--- src/rtl/fb_pkg.sv ---
// rtl/fb_pkg.sv - shared framebuffer pixel/word types and MIG byte-address mapping
package fb_pkg;

  typedef logic [15:0]      pixel_t;
  typedef logic [7:0][15:0] mig_word_t;

  typedef enum logic {
    S_IDLE = 1'b0,
    S_RUN  = 1'b1
  } scan_state_t;

  localparam int MIG_ADDR_W     = 27;
  localparam int BYTES_PER_WORD = 16;
  localparam int ADDR_LSB       = $clog2(BYTES_PER_WORD);
  localparam int WORD_IDX_W     = MIG_ADDR_W - 2 - ADDR_LSB;

  // Byte address of one 128-bit word: {pad, frame, word_idx, byte offset}
  function automatic logic [MIG_ADDR_W-1:0] fb_word_addr(input logic frame,
                                                        input logic [WORD_IDX_W-1:0] word_idx);
    return {1'b0, frame, word_idx, {ADDR_LSB{1'b0}}};
  endfunction

endpackage

--- src/rtl/mig_word_unpacker.sv ---
// rtl/mig_word_unpacker.sv - 128-bit MIG word to 16-bit pixel serializer
module mig_word_unpacker
  import fb_pkg::*;
(
  input  logic      clk_in,
  input  logic      rst_in,
  input  mig_word_t word_tdata,
  input  logic      word_tvalid,
  output logic      word_tready,
  output pixel_t    pixel_tdata,
  output logic      pixel_tvalid,
  input  logic      pixel_tready,
  output logic      word_done
);

  mig_word_t  word_q;
  logic [2:0] lane_q;
  logic       full_q;
  logic       pix_hs;
  logic       last_lane;

  assign last_lane    = (lane_q == 3'd7);
  assign pix_hs       = full_q && pixel_tready;
  assign word_done    = pix_hs && last_lane;
  // A new word may load in the same cycle the last lane leaves, keeping one pixel per cycle
  assign word_tready  = !full_q || word_done;
  assign pixel_tvalid = full_q;
  assign pixel_tdata  = word_q[lane_q];

  // Hold one word and step through its lanes on each downstream handshake
  always_ff @(posedge clk_in) begin
    if (rst_in) begin
      word_q <= '0;
      lane_q <= 3'd0;
      full_q <= 1'b0;
    end else begin
      if (pix_hs) begin
        lane_q <= lane_q + 3'd1;
        if (last_lane) begin
          full_q <= 1'b0;
        end
      end
      if (word_tvalid && word_tready) begin
        word_q <= word_tdata;
        full_q <= 1'b1;
        lane_q <= 3'd0;
      end
    end
  end

endmodule

--- src/rtl/mig_read_scanout.sv ---
// rtl/mig_read_scanout.sv - raster-order framebuffer scanout over MIG read requests
module mig_read_scanout
  import fb_pkg::*;
#(
  parameter int HRES            = 320,
  parameter int VRES            = 180,
  parameter int MAX_OUTSTANDING = 8
) (
  input  logic                    clk_in,
  input  logic                    rst_in,
  input  logic                    start_in,
  input  logic                    frame_in,
  output logic                    req_valid_out,
  output logic [MIG_ADDR_W-1:0]   req_addr_out,
  input  logic                    req_rdy_in,
  input  logic                    resp_valid_in,
  input  logic [127:0]            resp_data_in,
  output logic                    resp_rdy_out,
  output logic                    pixel_valid_out,
  output logic [15:0]             pixel_out,
  output logic [$clog2(HRES)-1:0] hcount_out,
  output logic [$clog2(VRES)-1:0] vcount_out,
  input  logic                    pixel_rdy_in,
  output logic                    busy_out,
  output logic                    done_out
);

  localparam int WORDS = HRES * VRES / 8;
  localparam int HW    = $clog2(HRES);
  localparam int VW    = $clog2(VRES);
  localparam int RW    = $clog2(WORDS + 1);
  localparam int CW    = $clog2(MAX_OUTSTANDING + 1);

  scan_state_t   state_q;
  logic          frame_q;
  logic          busy_q;
  logic          done_q;
  logic          drop_rdy_q;
  logic [RW-1:0] req_cnt_q;
  logic [CW-1:0] credits_q;
  logic [HW-1:0] hcount_q;
  logic [VW-1:0] vcount_q;

  logic   run;
  logic   req_hs;
  logic   unpack_tvalid;
  logic   unpack_tready;
  logic   pix_valid;
  logic   pix_hs;
  logic   word_done;
  logic   last_pixel;
  pixel_t pix_data;

  assign run           = (state_q == S_RUN);
  assign req_valid_out = run && (req_cnt_q < RW'(WORDS)) && (credits_q < CW'(MAX_OUTSTANDING));
  assign req_addr_out  = fb_word_addr(frame_q, WORD_IDX_W'(req_cnt_q));
  assign req_hs        = req_valid_out && req_rdy_in;

  // Outside a frame every response is accepted and thrown away, flushing stale MIG data
  assign unpack_tvalid = run && resp_valid_in;
  assign resp_rdy_out  = run ? unpack_tready : drop_rdy_q;

  assign pixel_valid_out = pix_valid;
  assign pixel_out       = pix_data;
  assign pix_hs          = pix_valid && pixel_rdy_in;
  assign last_pixel      = (hcount_q == HW'(HRES - 1)) && (vcount_q == VW'(VRES - 1));

  assign hcount_out = hcount_q;
  assign vcount_out = vcount_q;
  assign busy_out   = busy_q;
  assign done_out   = done_q;

  mig_word_unpacker u_unpacker (
    .clk_in       (clk_in),
    .rst_in       (rst_in),
    .word_tdata   (resp_data_in),
    .word_tvalid  (unpack_tvalid),
    .word_tready  (unpack_tready),
    .pixel_tdata  (pix_data),
    .pixel_tvalid (pix_valid),
    .pixel_tready (pixel_rdy_in),
    .word_done    (word_done)
  );

  // Frame FSM with request counter, outstanding-word credits and raster position
  always_ff @(posedge clk_in) begin
    if (rst_in) begin
      state_q    <= S_IDLE;
      frame_q    <= 1'b0;
      busy_q     <= 1'b0;
      done_q     <= 1'b0;
      drop_rdy_q <= 1'b0;
      req_cnt_q  <= '0;
      credits_q  <= '0;
      hcount_q   <= '0;
      vcount_q   <= '0;
    end else begin
      drop_rdy_q <= 1'b1;
      done_q     <= 1'b0;
      case (state_q)
        S_IDLE: begin
          if (start_in) begin
            frame_q   <= frame_in;
            state_q   <= S_RUN;
            busy_q    <= 1'b1;
            req_cnt_q <= '0;
            credits_q <= '0;
            hcount_q  <= '0;
            vcount_q  <= '0;
          end
        end
        S_RUN: begin
          if (req_hs) begin
            req_cnt_q <= req_cnt_q + RW'(1);
          end
          case ({req_hs, word_done})
            2'b10:   credits_q <= credits_q + CW'(1);
            2'b01:   credits_q <= credits_q - CW'(1);
            default: credits_q <= credits_q;
          endcase
          if (pix_hs) begin
            if (last_pixel) begin
              state_q   <= S_IDLE;
              busy_q    <= 1'b0;
              done_q    <= 1'b1;
              req_cnt_q <= '0;
              credits_q <= '0;
              hcount_q  <= '0;
              vcount_q  <= '0;
            end else if (hcount_q == HW'(HRES - 1)) begin
              hcount_q <= '0;
              vcount_q <= vcount_q + VW'(1);
            end else begin
              hcount_q <= hcount_q + HW'(1);
            end
          end
        end
        default: state_q <= S_IDLE;
      endcase
    end
  end

endmodule
--- config.mk ---
export PLATFORM = sky130hd
export DESIGN_NAME = mig_read_scanout
export DESIGN_NICKNAME = d
export VERILOG_FILES = /design/src/rtl/fb_pkg.sv /design/src/rtl/mig_word_unpacker.sv /design/src/rtl/mig_read_scanout.sv
export SDC_FILE = /design/constraint.sdc
export NUM_CORES = 1
export LEC_CHECK = 0
export CORE_MARGIN = 1.5
export CORE_UTILIZATION = 50
export DETAILED_ROUTE_END_ITERATION = 7
export GPL_TIMING_DRIVEN = 0
export PLACE_DENSITY = 0.79
export SYNTH_ARGS = -nofsm -noshare
export SYNTH_HDL_FRONTEND = slang
export SYNTH_HIERARCHICAL = 1
export SYNTH_SLANG_ARGS = --single-unit
--- constraint.sdc ---
create_clock -name clk_in -period 3.9 [get_ports clk_in]
set_input_delay 0.78 -clock clk_in [delete_from_list [all_inputs] [get_ports clk_in]]
set_output_delay 0.78 -clock clk_in [all_outputs]
set_load 0.05 [all_outputs]
==> impl_metrics.tcl <==
set metrics [dict create \
    setup_violations 0 \
    grt_pass1_wl_um 37500 \
    dr.pass1.iters 6 \
    slew_violations 0 \
    postCtsResizedCells 0 \
    vdd_drop_max_uv 321 \
    grt_max_degree 17 \
    numCtsBuffers 17 \
    worstMarginPinSlew_ps 757 \
    rsz0062_at_grt "no" \
    crit_fanout 10 \
    slew_headroom 0.493 \
    grt_overflow 0 \
    drc 0 \
    clock_latency_ps 430 \
    synth_area_mm2 0.00910 \
    detail_route.wl_per_cell_um 18.2 \
    h-tree-depth 4 \
    setup.worst_path.start_class "register" \
    ys_warn_count 6 \
    ys_seq_area_frac 0.376 \
    p_leak_uw 0.00434 \
    yosysUniqueCellTypes 56 \
    critPathKind "register to output port" \
    dp.final_hpwl_um 18200 \
    async_reset_ff_frac 0 \
    gp_congestion 0.920 \
    synth.ff_latch_count 171 \
    power_density_mw_per_mm2 350 \
    start_util 0.508 \
    max_freq_mhz 263 \
    cts_tree "done" \
    wirelength_um 24600 \
    core_mm2 0.0179 \
    ant_nets 0 \
    syn_inst 898 \
    boundaryPins 200 \
    final_util 0.662 \
    worst_setup_path_end_kind "output port" \
    diodes 0 \
    max_cap_viol_count 0 \
    setup_tns_ps 0 \
    worstPathArrival_ps 3030 \
    hp-class "register to register" \
    ys.flop_type "dfxtp_1" \
    root_buffer "clkbuf_16" \
    status "finished, final reports clean" \
    vias 7293 \
    fp.dieH_um 138 \
    drive_gt1_frac 0.0869 \
    dieArea_mm2 0.0190 \
    cts_num_sinks 171 \
    die_x_um 138 \
    cts_setup_buffers 0 \
    num_rows 49 \
    io_buffers 186 \
    period_share 0.977 \
    synth_edf_count 0 \
    grt.total_usage 0.265 \
    vias_per_cell 5.37 \
    finalClockSkew_ps 10.3 \
    fin_nets 1258 \
    grt_pass1_vias 7067 \
    drt-initial-drc-count 526 \
    antenna_found_initial 0 \
    yosysMostFrequentCell "nand2b_1" \
    hold_violations 0 \
    required_ps 3120 \
    cts.clk_slew.worst_paths_ps 60 \
    synth.area.top_cells "dfxtp_1, nand2b_1, mux2i_1" \
    syn2layout_area_growth_pct 30.3 \
    yosys.area.top_type "dfxtp_1" \
    syn_avg_cell_area_um2 10.1 \
    yosys.area.top_type_share 0.376 \
    ctsHoldBuffers 0 \
    final.min_clock_period_ps 3810 \
    cts_buffer_depth 2 \
    ys_top_cells_by_count "nand2b_1, dfxtp_1, mux2i_1, clkbuf_1, nand2_1" \
]
routing by layer:
| metal | track usage | wire length [µm] | vias up |
|---|---|---|---|
| met5 | 0 | 0 | - |
| met4 | 0.0885 | 503 | 0 |
| met3 | 0.0504 | 1550 | 33 |
| met2 | 0.451 | 12000 | 271 |
| met1 | 0.339 | 10600 | 3458 |
| li1 | - | - | 3531 |
power by group:
| group | leakage, µW | internal [µW] | switching (µW) | total [µW] |
|---|---|---|---|---|
| logic | 0.00269 | 322 | 317 | 639 |
| clock network | 0.000259 | 941 | 714 | 1660 |
| registers | 0.00139 | 1810 | 43.9 | 1860 |
| total | 0.00434 | 3080 | 1080 | 4150 |
metrics by stage:
step / hold slack (ps) / setup slack (ps) / cell area (µm²) / std cells / total power [µW]
after CTS: 460 / 70.8 / 11900 / 1357 / 4160
final: 461 / 91.0 / 11900 / 1357 / 4150
after global placement: 450 / 455 / 11300 / 1325 / 2520
after global routing: 484 / 14.7 / 11900 / 1357 / 4290
after floorplan: 437 / 693 / 9150 / 910 / 2250
after detailed placement: 451 / 428 / 11300 / 1325 / 2530
layout by cell type, fill, tap and decap left out, types with 10 or more instances in the layout:
master | netlist | final
nor2_1 | 26 | 26
dfxtp_1 | 171 | 171
clkbuf_1 | 38 | 42
nor3_1 | 12 | 12
clkdlybuf4s50_1 | 0 | 186
nand2_1 | 33 | 33
nand2b_1 | 258 | 258
mux2_2 | 17 | 17
nand4_1 | 10 | 10
buf_4 | 23 | 23
clkbuf_16 | 0 | 17
conb_1 | 1 | 13
a21oi_1 | 15 | 15
mux2i_1 | 134 | 134
a31oi_1 | 10 | 10
nand3_1 | 19 | 19
mux4_1 | 25 | 25
state kept, by name, indices dropped and copies added, names as in the netlist:
name / flops
u_unpacker/word_q: 128
req_cnt_q: 13
hcount_out: 9
vcount_out: 8
credits_q: 4
u_unpacker/lane_q: 3
busy_out: 1
done_out: 1
drop_rdy_q: 1
frame_q: 1
run: 1
u_unpacker/pixel_tvalid: 1
critical path, stage by stage (launching register included):
cell and delay [ps]:
dfxtp_1 350, buf_6 160, buf_2 290, buf_2 330
mux4_1 410, mux2_2 300, clkdlybuf4s50_1 750
layout make-up:
cell class | instances | area (µm²)
fillers | 1450 | 6050
multi-input cells | 659 | 5270
flip-flops and latches | 171 | 3420
repair buffers | 186 | 1860
clock buffers | 21 | 440
plain buffers | 75 | 429
well taps | 229 | 287
clock inverters | 11 | 121
inverters | 5 | 18.8
logic make-up after synthesis:
kind of cell / share of synthesized area
fa+ha+maj: 0.0110
flops: 0.376
other cells: 0.000412
compound gates: 0.0346
xor+xnor: 0.0154
buf+inv: 0.0492
simple gates: 0.255
mux: 0.258
path summary, 6_finish.rpt:
| check | start | end | slack (ps) | cells past startpoint |
|---|---|---|---|---|
| setup / recovery | u_unpacker/lane_q[1]$_SDFFE_PP0P_ | pixel_out[10] | 90 | 6 |
| hold reg to reg | frame_q$_SDFFE_PP0P_ | frame_q$_SDFFE_PP0P_ | 460 | 2 |
| hold / removal | frame_q$_SDFFE_PP0P_ | frame_q$_SDFFE_PP0P_ | 460 | 2 |
| setup reg to reg | req_cnt_q[6]$_SDFFE_PP0P_ | credits_q[2]$_SDFFE_PP0P_ | 670 | 13 |
No activity file was read; power rests on OpenSTA's default activity.
